### config.mk
export PLATFORM = sky130hd
export DESIGN_NAME = t05_cb_mem_arbiter
export DESIGN_NICKNAME = d
export VERILOG_FILES = /design/src/rtl/t05_cb_mem_arbiter.sv
export SDC_FILE = /design/constraint.sdc
export NUM_CORES = 1
export LEC_CHECK = 0
export CELL_PAD_IN_SITES_DETAIL_PLACEMENT = 2
export CELL_PAD_IN_SITES_GLOBAL_PLACEMENT = 2
export CORE_AREA = 2 2 226 183
export CTS_CLUSTER_DIAMETER = 30
export CTS_CLUSTER_SIZE = 16
export DETAILED_ROUTE_END_ITERATION = 16
export DIE_AREA = 0 0 228 185
export PLACE_DENSITY = 0.76
export SLEW_MARGIN = 20
export SYNTH_ARGS = -nofsm -noshare
export SYNTH_HDL_FRONTEND = slang
export SYNTH_SLANG_ARGS = --single-unit
### constraint.sdc
create_clock -name clk -period 2.17 [get_ports clk]
set_input_delay 0.217 -clock clk [delete_from_list [all_inputs] [get_ports clk]]
set_output_delay 0.217 -clock clk [all_outputs]
set_load 0.01 [all_outputs]
### src/rtl/t05_cb_mem_arbiter.sv
// Shared-SRAM sequencer for codebook synthesis: 3-beat h-tree element reads, 4-beat codebook writes.
// Optional one-entry element cache enabled by defining CB_ELEM_CACHE_EN.
module t05_cb_mem_arbiter #(
    parameter logic [31:0] HTREE_BASE = 32'h0000_0000,
    parameter logic [31:0] CB_BASE    = 32'h0000_1000
) (
    input  logic         clk,
    input  logic         nrst,
    input  logic         rd_req,
    input  logic [6:0]   rd_index,
    output logic [70:0]  h_element,
    output logic         h_valid,
    input  logic         wr_req,
    input  logic [7:0]   wr_index,
    input  logic [127:0] wr_path,
    output logic         write_finish,
    output logic         busy,
    output logic         overrun,
    output logic         mem_req,
    output logic         mem_we,
    output logic [31:0]  mem_addr,
    output logic [31:0]  mem_wdata,
    input  logic [31:0]  mem_rdata,
    input  logic         mem_ack
);

    typedef enum logic [2:0] {S_IDLE, S_RD_BEAT, S_WR_BEAT, S_RD_DONE, S_WR_DONE} state_t;

    state_t         r_state, w_next;
    logic [1:0]     r_beat;
    logic           r_rd_pend, r_wr_pend;
    logic [6:0]     r_rd_idx;
    logic [7:0]     r_wr_idx;
    logic [127:0]   r_wr_path;
    logic [63:0]    r_stage;
    logic [70:0]    r_h_elem;
    logic           r_mem_req, r_overrun;
    logic           w_ack, w_in_beat, w_rd_load, w_wr_load;
    logic           w_rd_hit, w_hit_vld;
    logic [70:0]    w_c_elem;

    // An ack with no request outstanding is ignored.
    assign w_ack     = r_mem_req & mem_ack;
    assign w_in_beat = (r_state == S_RD_BEAT) || (r_state == S_WR_BEAT);
    assign w_rd_load = rd_req & ~w_rd_hit;
    assign w_wr_load = wr_req;

`ifdef CB_ELEM_CACHE_EN
    logic        r_c_valid, r_hit;
    logic [6:0]  r_c_idx;
    logic [70:0] r_c_elem;

    assign w_rd_hit  = rd_req & r_c_valid & (r_c_idx == rd_index);
    assign w_hit_vld = r_hit;
    assign w_c_elem  = r_c_elem;

    // Any completed write may alias a fetched element, so it drops the cache.
    always_ff @(posedge clk or negedge nrst) begin
        if (!nrst) begin
            r_c_valid <= 1'b0;
            r_hit     <= 1'b0;
            r_c_idx   <= '0;
            r_c_elem  <= '0;
        end else begin
            r_hit <= w_rd_hit;
            if (r_state == S_WR_DONE) begin
                r_c_valid <= 1'b0;
            end else if (r_state == S_RD_DONE) begin
                r_c_valid <= 1'b1;
                r_c_idx   <= r_rd_idx;
                r_c_elem  <= r_h_elem;
            end
        end
    end
`else
    assign w_rd_hit  = 1'b0;
    assign w_hit_vld = 1'b0;
    assign w_c_elem  = '0;
`endif

    always_ff @(posedge clk or negedge nrst) begin
        if (!nrst) r_state <= S_IDLE;
        else       r_state <= w_next;
    end

    always_comb begin
        w_next = r_state;
        case (r_state)
            S_IDLE: begin
                if (r_wr_pend)      w_next = S_WR_BEAT;
                else if (r_rd_pend) w_next = S_RD_BEAT;
            end
            S_RD_BEAT: if (w_ack && r_beat == 2'd2) w_next = S_RD_DONE;
            S_WR_BEAT: if (w_ack && r_beat == 2'd3) w_next = S_WR_DONE;
            default:   w_next = S_IDLE;
        endcase
    end

    // Request slots; a DONE state frees its slot but a same-cycle pulse refills it.
    always_ff @(posedge clk or negedge nrst) begin
        if (!nrst) begin
            r_rd_pend <= 1'b0;
            r_rd_idx  <= '0;
            r_wr_pend <= 1'b0;
            r_wr_idx  <= '0;
            r_wr_path <= '0;
            r_overrun <= 1'b0;
        end else begin
            if (r_state == S_RD_DONE || !r_rd_pend) begin
                r_rd_pend <= w_rd_load;
                if (w_rd_load) r_rd_idx <= rd_index;
            end else if (w_rd_load) begin
                r_overrun <= 1'b1;
            end
            if (r_state == S_WR_DONE || !r_wr_pend) begin
                r_wr_pend <= w_wr_load;
                if (w_wr_load) begin
                    r_wr_idx  <= wr_index;
                    r_wr_path <= wr_path;
                end
            end else if (w_wr_load) begin
                r_overrun <= 1'b1;
            end
        end
    end

    // Beat sequencing: request drops on ack and re-asserts after one idle cycle.
    always_ff @(posedge clk or negedge nrst) begin
        if (!nrst) begin
            r_beat    <= '0;
            r_mem_req <= 1'b0;
            r_stage   <= '0;
            r_h_elem  <= '0;
        end else begin
            if (!w_in_beat)  r_beat <= '0;
            else if (w_ack) r_beat <= r_beat + 2'd1;

            if (w_ack)                       r_mem_req <= 1'b0;
            else if (w_in_beat && !r_mem_req) r_mem_req <= 1'b1;

            if (w_ack && r_state == S_RD_BEAT) begin
                if (r_beat == 2'd0) r_stage[31:0]  <= mem_rdata;
                if (r_beat == 2'd1) r_stage[63:32] <= mem_rdata;
            end
            if (w_ack && r_state == S_RD_BEAT && r_beat == 2'd2)
                r_h_elem <= {mem_rdata[6:0], r_stage};
            else if (w_rd_hit)
                r_h_elem <= w_c_elem;
        end
    end

    always_comb begin
        mem_addr  = '0;
        mem_wdata = '0;
        if (r_state == S_RD_BEAT) begin
            mem_addr = HTREE_BASE + {21'd0, r_rd_idx, 4'd0} + {28'd0, r_beat, 2'd0};
        end else if (r_state == S_WR_BEAT) begin
            mem_addr  = CB_BASE + {20'd0, r_wr_idx, 4'd0} + {28'd0, r_beat, 2'd0};
            mem_wdata = r_wr_path[{r_beat, 5'd0} +: 32];
        end
    end

    assign mem_req      = r_mem_req;
    assign mem_we       = (r_state == S_WR_BEAT);
    assign h_element    = r_h_elem;
    assign h_valid      = (r_state == S_RD_DONE) | w_hit_vld;
    assign write_finish = (r_state == S_WR_DONE);
    assign busy         = r_rd_pend | r_wr_pend | (r_state != S_IDLE);
    assign overrun      = r_overrun;

endmodule

======== Yosys cells after proc, flatten, opt, wreduce, memory -nomap -nowiden ========
Index checks and enable logic that the tools add are counted.
word-level totals
  input bits .............................. 180
  logic and storage cells ................. 68
  register bits after elaboration ......... 287
  output and inout bits ................... 141
cells by class
  mux-type cells .......................... 17
  eq/ne operators ......................... 11
  shift-type cells ........................ 1
  reductions and logical operators ........ 20
  bitwise logic cells ..................... 3
  add/subtract/negate cells ............... 4
operators with widths
  operator                                       count
  two-way mux 32 bit                             4
  indexed part select 128 x 8 -> 32 bit          1
  adder 14 x 4 -> 15 bit                         1
  adder 13 x 12 -> 14 bit, first input constant  1
  adder 11 x 4 -> 12 bit                         1
  two-way mux 3 bit                              4
  one-hot mux 3 bit (3 select lines)             1
  AND reduction 2 bit                            4
  == test 3 x 2 -> 1 bit, second input constant  2
  two-way mux 1 bit                              6
  logical AND 1 bit                              5
  == test 2 bit, second input constant           2
  two-way mux 2 bit                              2
  != test 2 x 1 -> 1 bit, second input constant  2
  == test 3 x 1 -> 1 bit, second input constant  1
  == test 3 bit, second input constant           1
  zero test 1 bit                                3
  zero test 3 bit                                1
  logical OR 1 bit                               3
  != test 3 bit, second input constant           1
  AND reduction 3 bit                            1
  nonzero test 3 bit                             1
  adder 2 x 1 -> 2 bit, second input constant    1
  == test 2 x 1 -> 1 bit, second input constant  1
  5 further kinds                                6

======== Depth between registers and ports, before layout ========
Gate-level depths: netlist of run 1.
  word-level depth ........................ 5
  depth in mapped cells ................... 8
  mapped depth without buffers ............ 4

======== Worst setup path before layout of run 1 ========
OpenSTA, ideal clock, no wires.
  path type ............................... reg2reg
  from .................................... reg r_beat[1]
  to ...................................... reg r_stage[43]
  setup time .............................. 127 ps
  arrival time ............................ 1,931 ps
  path buffers ............................ 4
  period minus slack after synthesis ...... 2,059 ps
  cell stages (with the launch flop) ...... 9
  slack ................................... 111 ps
  cells stage by stage .................... dfrtp_1 clkbuf_1 clkbuf_1 inv_1 ha_1 and3_1 clkbuf_2 buf_6 mux2_1
between the ends
  longest elaborated chain between the ends .. 2
RTL lines
  item                                  line  text
  from (decl)                           30    logic [1:0] r_beat;
  from (signal assigned)                136   else if (w_ack) r_beat <= r_beat + 2'd1;
  == test 2 x 1 -> 1 bit                143   if (r_beat == 2'd1) r_stage[63:32] <= mem_rdata;
  AND reduction 2 bit (no source line)  -
  to (signal assigned)                  143
  to (decl)                             35    logic [63:0] r_stage;
Every way passes these cells.
A chain may end at the register's enable or synchronous reset.

======== Final worst setup path of run 1 ========
  from .................................... reg r_beat[0]
  to ...................................... out mem_wdata[30]
between the ends
  longest elaborated chain between the ends .. 3
RTL lines
  item                                   line  text
  indexed part select 128 x 8 -> 32 bit  159   mem_wdata = r_wr_path[{r_beat, 5'd0} +: 32];
  two-way mux 32 bit                     157   end else if (r_state == S_WR_BEAT) begin
  two-way mux 32 bit                     155   if (r_state == S_RD_BEAT) begin
  to (decl)                              22    output logic [31:0] mem_wdata,
Every way passes these cells.

==> results of run 1 <==
## power by group through the flow
| stage | Clock (mW) | Combinational, mW | Sequential [mW] |
|---|---|---|---|
| global placement | 0 | 4.69 | 7.30 |
| detailed placement | 0 | 4.83 | 7.32 |
| floorplan | 0 | 2.85 | 6.96 |
| finish | 11.8 | 5.75 | 7.38 |
| CTS | 12.0 | 5.75 | 7.34 |
| global route | 12.3 | 6.14 | 7.48 |
## layer usage
layer,GRT usage,vias up,share of wire
met5,0,-,0.0016
met2,0.350,289,0.50
li1,-,3521,-
met3,0.0796,85,0.078
met4,0.0776,12,0.026
met1,0.227,4255,0.39
## through the flow
| step | total power [mW] | hold WS (ns) | util | TNS (ns) | cell area (µm²) |
|---|---|---|---|---|---|
| 4_1_cts | 25.1 | 0.219 | 0.478 | -4.99 | 19200 |
| 3_3_place_gp | 12.0 | 0.282 | 0.400 | 0 | 16100 |
| 6_report | 24.9 | 0.252 | 0.484 | -3.26 | 19400 |
| 2_1_floorplan | 9.81 | -0.0786 | - | 0 | 12400 |
| 3_5_place_dp | 12.2 | 0.285 | 0.400 | 0 | 16100 |
| 5_1_grt | 25.9 | 0.230 | 0.484 | -5.99 | 19400 |
## sequential cells by signal, summed over array words and instances, names as in the netlist, 2 cells and up
| name | flops |
|---|---|
| r_beat | 2 |
| r_state | 3 |
| r_stage | 64 |
| r_wr_idx | 8 |
| h_element | 71 |
| r_wr_path | 128 |
| r_rd_idx | 7 |
## area by class of cell
| type | instances | area [µm²] | area share |
|---|---|---|---|
| Multi-Input combinational cell | 417 | 4930 | 0.254 |
| Clock inverter | 39 | 666 | 0.0343 |
| Antenna cell | 3 | 7.51 | 0.000387 |
| Inverter | 4 | 20.0 | 0.00103 |
| Sequential cell | 287 | 7190 | 0.370 |
| Tap cell | 544 | 681 | 0.0351 |
| Timing Repair Buffer | 369 | 3920 | 0.202 |
| Clock buffer | 89 | 2010 | 0.103 |
## repair_timing
action	in CTS	in global routing
resized for setup	238	53
setup buffers	10	10
hold buffers	1	0
pin swaps	18	6
hold endpoints to repair	68	0
endpoints found under the setup margin	47	127
cloned	5	3
## how the worst min path moves through the flow
stage / start / end / slack, ns / cells after the start
after floorplan: nrst / h_element[0] / -0.08 / 0
after global placement: nrst / h_element[15] / 0.28 / 1
after detailed placement: nrst / h_element[15] / 0.29 / 1
after CTS: mem_ack / mem_req / 0.22 / 2
after global routing: wr_path[63] / r_wr_path[63] / 0.23 / 2
final: mem_ack / mem_req / 0.25 / 2
## logic make-up after synthesis
kind of cell,after synthesis,synth area share
other,1,0.000305
adders and majority gates,4,0.00408
DFF,287,0.585
buffers and inverters,75,0.0423
AOI/OAI and AO/OA,17,0.00988
xor gates and xnor gates,1,0.000714
muxes,312,0.328
and+or+nand+nor,62,0.0301
## worst max-delay path, cell delays in order (launching register included)
cell and delay, ns:
dfrtp_2 0.37, buf_12 0.16, buf_12 0.14, buf_6 0.09
mux4_2 0.48, and3_4 0.17, buf_6 0.11
## cells in the mapped netlist, types with 2 or more instances
library cell  number
mux2_4            40
mux4_2            32
nand2_1            2
mux2_2           234
clkbuf_2           2
and2_1             2
dfrtp_1          287
ha_1               4
buf_4             22
clkbuf_1          14
and3_1            37
a21o_1             2
nor2b_1            2
buf_6             18
inv_1              4
mux2i_1            2
buf_2             14
mux2_1             4
a22oi_1            7
a31oi_1            2
nor2_1            13
o21bai_1           2
==> impl_metrics.ini, run 1 <==
[synthesis]
ys_seq_area_frac = 0.585
avgSynthCellArea_um2 = 16.2
ys.flop_type = dfrtp_1
synth-seq-cells = 287
synth-edff-count = 0
async_flop_share = 1.00
netlist_instances = 759
synth_cell_types = 35
syn_area_um2 = 12300
yosys.area.top_type = dfrtp_1
yosysTopAreaCellShare = 0.585
ys_warn_count = 0
synth_area_leaders = dfrtp_1 59%, mux2_2 21%, mux4_2 5.9%

[clock_tree]
cts.sinks = 287
cts_root_buffer = clkbuf_16
numCtsBuffers = 71
clockBufferDepth = 3
cts_tree = yes
htree_num_levels = 3
clk_pin_slew_ns = 0.04
clkLatencyLatePin_ns = 0.58

[layout]
layout_commonest_cell = dfrtp_1
drive_above_1_share = 0.493
layout.cells.non_filler = 1752
fill_cells = 3738
layout_common_cells = 283 x dfrtp_1, 251 x clkdlybuf4s50_1, 218 x mux2_2, 75 x clkbuf_16, 56 x mux2_4
area_growth_pct = 58.2
final_net_count = 1334

[place]
port_buffers = 299
dp_hpwl_mm = 26.1
gp_congestion = 0.750
placed_cells = 1594
pre_cts_slack_ns = 0.0973

[timing]
finalClockSkew_ns = 0.0198
timing.final.crit_share = 1.07
fmax_mhz = 433
hold_viol_final = 0
min_period_ns = 2.31
layout_setup_ws_ns = -0.142
rsz0062_at_grt = true
slew_headroom = 0.493
tightest_slew_ns = 0.761
setup_violations = 32
drv_slew = 0

[grt]
grt-ovfl-total = 0
grt_start_max_net_pins = 83
grt_pass1_wl_mm = 63.8
grt_pass1_vias = 9798
grt.total_usage = 0.203
antenna_found_initial = 12

[run]
drv_cap = 0

[die]
initial_core_util = 0.306
die_h_um = 185
core_region_area_um2 = 40100
fp.dieW_um = 228
placementRows = 66
dieArea_um2 = 42200
pin_count = 321

[worst_setup_path]
cp_max_fo = 7
cp_data_arrival_time_ns = 2.10
worstPathRequired_ns = 1.95
end_kind = primary output
reg2reg_to = h_element[2]
cp-start-kind = register
cp-endpoint = mem_wdata[30]
rr_worst_depth = 9
cp-startpoint = r_beat[0]
criticalPathCategory = register to primary output
r2r_setup_slack_ns = 0.05
rr_startpoint = r_beat[0]

[route]
avgViaCountPerCell = 4.66
ant_nets = 0
first_iter_violations = 244
dr.pass1.iters = 4
route.vias.total = 8162
wl_per_cell_um = 24.2
drc = 0
wirelength_mm = 42.5

[power_and_ir_drop]
power_density_nw_per_um2 = 1280
p_switching_mw = 6.43
intPower_mw = 18.5
p_leak_nw = 9.27
ir_drop_mv = 0.742
seqPwrFrac = 0.296
switching_share = 0.258
p_comb_frac = 0.231
p_clk_frac = 0.473

[worst_hold_path]
min_path_type = primary input to register

[status]
status = finished with violations
failed_checks = setup timing
(Power assumes the default switching activity.)
==> inputs of run 2 (changes only) <==
--- a/config.mk
+++ b/config.mk
@@ -15,3 +15,3 @@
 export PLACE_DENSITY = 0.76
-export SLEW_MARGIN = 20
+export SLEW_MARGIN = 25
 export SYNTH_ARGS = -nofsm -noshare
==> constraint.sdc (replaced) <==
create_clock -name clk -period 2.17 [get_ports clk]
set_input_delay 0.434 -clock clk [delete_from_list [all_inputs] [get_ports clk]]
set_output_delay 0.434 -clock clk [all_outputs]
set_load 0.01 [all_outputs]
==> impl_metrics.ini, run 2 (synthesis gave the netlist of run 1 again) <==
[die]
fp.dieW_um = 228
initial_core_util = 0.306
placementRows = 66
pin_count = 321
die_h_um = 185
core_region_area_um2 = 40100
dieArea_um2 = 42200

[status]
status = finished with violations
failed_checks = setup timing

[grt]
grt.total_usage = 0.206
grt_start_max_net_pins = 62
grt-ovfl-total = 0
grt_pass1_wl_mm = 64.4
antenna_found_initial = 12
grt_pass1_vias = 9786

[layout]
final_net_count = 1335
fill_cells = 3727
drive_above_1_share = 0.500
final_area_um2 = 19400
layout_common_cells = 283 x dfrtp_1, 251 x clkdlybuf4s50_1, 234 x mux2_2, 72 x clkbuf_16, 40 x mux2_4
layout.cells.non_filler = 1752
layout_commonest_cell = dfrtp_1
top_register = r_wr_path
final_util = 0.483
area_growth_pct = 57.9
largest_reg_flops = 128

[worst_hold_path]
min_path_type = primary input to async pin

[timing]
slew_headroom = 0.632
finalClockSkew_ns = 0.0167
drv_slew = 0
final.setup.tns_ns = -11.32
tightest_slew_ns = 0.552
setup_violations = 41
layout_setup_ws_ns = -0.420
fmax_mhz = 386
min_period_ns = 2.59
rsz0062_at_grt = true
hold_viol_final = 0
timing.final.crit_share = 1.19

[worst_setup_path]
cp_data_arrival_time_ns = 2.16
cp-start-kind = register
worstPathRequired_ns = 1.74
end_kind = primary output
crit_chain = buf_12, buf_12, buf_8, mux4_2, and3_4, buf_6
crit_family = multiplexers
cp_num_buf_inv = 4
max_stage_delay_ns = 0.52
cp_max_fo = 6
cp-startpoint = r_beat[0]
criticalPathCategory = register to primary output
rr_startpoint = r_state[2]
crit_top_cell = buf_12
cp_slowest_cell = mux4_2

[power_and_ir_drop]
power_density_nw_per_um2 = 1290
p_leak_nw = 9.28
ir_drop_mv = 0.763

[clock_tree]
clockBufferDepth = 3
cts_root_buffer = clkbuf_16
numCtsBuffers = 70
htree_num_levels = 3
clk_pin_slew_ns = 0.04
cts_tree = yes
cts.sinks = 287
clkLatencyLatePin_ns = 0.56

[place]
pre_cts_slack_ns = -0.124
placed_cells = 1592
placed_area_um2 = 16100
dp_hpwl_mm = 25.8
gp_congestion = 0.768
port_buffers = 299

[route]
route.vias.total = 8121
wirelength_mm = 42.6
drc = 0
dr.pass1.iters = 4
ant_nets = 0
wl_per_cell_um = 24.3
first_iter_violations = 240
avgViaCountPerCell = 4.64

[run]
drv_cap = 0
## run 2: what timing repair did
action                                  in CTS  in global routing
gates cloned                                 5                  0
hold buffers                                 1                  0
pin swaps                                   13                 23
endpoints found under the setup margin      47                 47
buffers inserted                            22                  6
resized for setup                          248                 60
endpoints found under the hold margin       49                  0
## run 2: worst reg2reg max path, stage by stage, from the launching register on
cell     delay [ns]
dfrtp_1        0.41
buf_6          0.14
buf_12         0.14
nor3b_4        0.15
buf_4          0.15
o21ai_4        0.14
buf_12         0.22
buf_4          0.26
mux2_2         0.37
## run 2: worst paths after layout
path | cells after the start | slack (ns) | end
min | 2 | 0.44 | h_element[21]
max in group asynchronous | 3 | 0.96 | r_wr_path[79]
min reg2reg | 1 | 0.49 | r_stage[46]
max reg2reg | 8 | 0.08 | r_wr_path[22]
max | 6 | -0.42 | mem_wdata[16]
min in group clk | 1 | 0.49 | r_stage[46]
## run 2: report_power, final
part | total (mW) | internal [mW] | leakage, nW | switching, mW
combinational | 6.08 | 3.83 | 4.08 | 2.25
clock | 11.6 | 8.22 | 1.27 | 3.34
sequential | 7.36 | 6.53 | 3.93 | 0.831
## run 2: stage by stage
stage,hold WS (ns),power [mW]
global route,0.464,26.1
global placement,0.425,12.0
floorplan,0.138,9.81
detailed placement,0.436,12.2
CTS,0.448,24.9
finish,0.441,25.0
## run 2: area by class of cell
| type | instances | area (µm²) | share of cell area |
|---|---|---|---|
| antenna | 5 | 12.5 | 0.000646 |
| clock buffer | 83 | 1930 | 0.0998 |
| clock inverter | 41 | 659 | 0.0340 |
| inverter | 4 | 15.0 | 0.000775 |
| multi-input combinational | 417 | 4900 | 0.253 |
| sequential | 287 | 7190 | 0.371 |
| tap | 544 | 681 | 0.0351 |
| timing repair buffer | 371 | 3990 | 0.206 |
## run 2: per-layer routing
metal	vias up	routed length (µm)	GRT usage	share of wire
li1	3515	-	-	-
met1	4209	16500	0.235	0.39
met2	300	21600	0.354	0.51
met3	87	3540	0.0814	0.083
met4	10	983	0.0654	0.023
met5	-	71	0	0.0017
==> inputs of run 3 (changes only) <==
- TNS_END_PERCENT: default -> 10
==> impl_metrics.ini, run 3 (synthesis gave the netlist of run 1 again) <==
[status]
status = finished with violations
failed_checks = setup timing

[die]
dieArea_um2 = 42200
initial_core_util = 0.306
placementRows = 66
core_region_area_um2 = 40100
die_h_um = 185
pin_count = 321
fp.dieW_um = 228

[clock_tree]
htree_num_levels = 3
clkLatencyLatePin_ns = 0.56
cts_root_buffer = clkbuf_16
clockBufferDepth = 3
cts_tree = yes
cts.sinks = 287
clk_pin_slew_ns = 0.04
numCtsBuffers = 70

[grt]
antenna_found_initial = 12
grt_pass1_vias = 9656
grt_start_max_net_pins = 62
grt-ovfl-total = 0
grt_pass1_wl_mm = 62.5
grt.total_usage = 0.198

[place]
dp_hpwl_mm = 25.8
placed_area_um2 = 16100
port_buffers = 299
gp_congestion = 0.768

[layout]
layout_commonest_cell = dfrtp_1
multi_input_area_um2 = 4830
drive_above_1_share = 0.483
area_growth_pct = 55.9
largest_reg_flops = 128
final_net_count = 1322
fill_cells = 3733
final_area_um2 = 19100
top_register = r_wr_path
seq_area_um2 = 7190
layout_common_cells = 283 x dfrtp_1, 251 x clkdlybuf4s50_1, 234 x mux2_2, 72 x clkbuf_16, 40 x mux2_4
final_util = 0.477

[route]
ant_nets = 0
first_iter_violations = 245
wirelength_mm = 41.3
avgViaCountPerCell = 4.62
drc = 0
wl_per_cell_um = 23.8
route.vias.total = 8017
dr.pass1.iters = 4

[worst_setup_path]
cp_data_arrival_time_ns = 2.15
cp_max_fo = 5
max_stage_delay_ns = 0.53
rr_worst_depth = 7
end_kind = primary output
criticalPathCategory = register to primary output
cp_slowest_cell = mux4_2
cp-start-kind = register
crit_chain = buf_6, buf_12, buf_16, mux4_2, and3_4, buf_6
reg2reg_to = h_element[64]
rr_startpoint = r_beat[0]
worstPathRequired_ns = 1.74
crit_top_cell = buf_6
r2r_setup_slack_ns = 0.16

[power_and_ir_drop]
power_density_nw_per_um2 = 1290
p_leak_nw = 9.18
ir_drop_mv = 0.830

[timing]
timing.final.crit_share = 1.19
slew_headroom = 0.640
tightest_slew_ns = 0.539
hold_viol_final = 0
rsz0062_at_grt = true
drv_slew = 0
min_period_ns = 2.59
layout_setup_ws_ns = -0.416
fmax_mhz = 387
finalClockSkew_ns = 0.0191
setup_violations = 38

[run]
drv_cap = 0

[worst_hold_path]
min_path_type = primary input to async pin
-- run 3: where the power goes --
group	total, mW	internal, mW	leakage [nW]	switching (mW)
combinational	5.77	3.64	3.98	2.13
sequential	7.33	6.53	3.93	0.808
clock	11.6	8.22	1.27	3.35
total	24.7	18.4	9.18	6.29
-- run 3: critical path, delay by kind of cell (launching register included) --
| kind | cells | cell delay [ns] |
|---|---|---|
| AND/OR/NAND/NOR | 1 | 0.21 |
| multiplexers | 1 | 0.53 |
| flip-flops | 1 | 0.39 |
| buffers and inverters | 4 | 0.46 |
-- run 3: metal layers --
metal | wire length, µm | global-route usage | vias up
met5 | 71 | 0 | -
met4 | 931 | 0.0643 | 10
met3 | 3340 | 0.0796 | 91
met2 | 20800 | 0.342 | 278
met1 | 16200 | 0.226 | 4156
li1 | - | - | 3482
-- run 3: timing repair --
item,4_1_cts,5_1_grt
endpoints found under the hold margin,49,0
gates cloned,4,0
hold buffers,1,0
setup endpoints to repair,47,46
buffers inserted,9,4
gates resized for setup,237,22
pin swaps,8,3
-- run 3: worst max-delay path by stage --
stage	start	to	slack, ns	cells after the start
after floorplan	r_beat[1]	r_stage[43]	0.11	8
after global placement	r_beat[0]	mem_wdata[2]	-0.11	4
after CTS	r_beat[0]	mem_wdata[16]	-0.44	6
after global routing	r_beat[0]	mem_wdata[17]	-0.49	6
final	r_beat[0]	mem_wdata[17]	-0.42	6
after detailed placement	r_beat[0]	mem_wdata[2]	-0.12	4
-- run 3: layout make-up --
cell class / count / area share
inverters: 4 / 0.000784
multi-input cells: 417 / 0.253
clock buffers: 83 / 0.101
clock inverters: 41 / 0.0344
repair buffers: 358 / 0.200
diodes: 2 / 0.000261
flip-flops and latches: 287 / 0.375
well taps: 544 / 0.0356
-- run 3: per-stage QoR --
stage	TNS [ns]	power [mW]	hold WS, ns	instances	setup slack [ns]
4_1_cts	-13.06	24.7	0.448	1730	-0.440
5_1_grt	-15.38	25.7	0.462	1735	-0.492
3_3_place_gp	-2.20	12.0	0.425	1592	-0.110
2_1_floorplan	0	9.81	0.138	779	0.111
3_5_place_dp	-7.44	12.2	0.436	1592	-0.124
6_report	-11.96	24.7	0.437	1736	-0.416
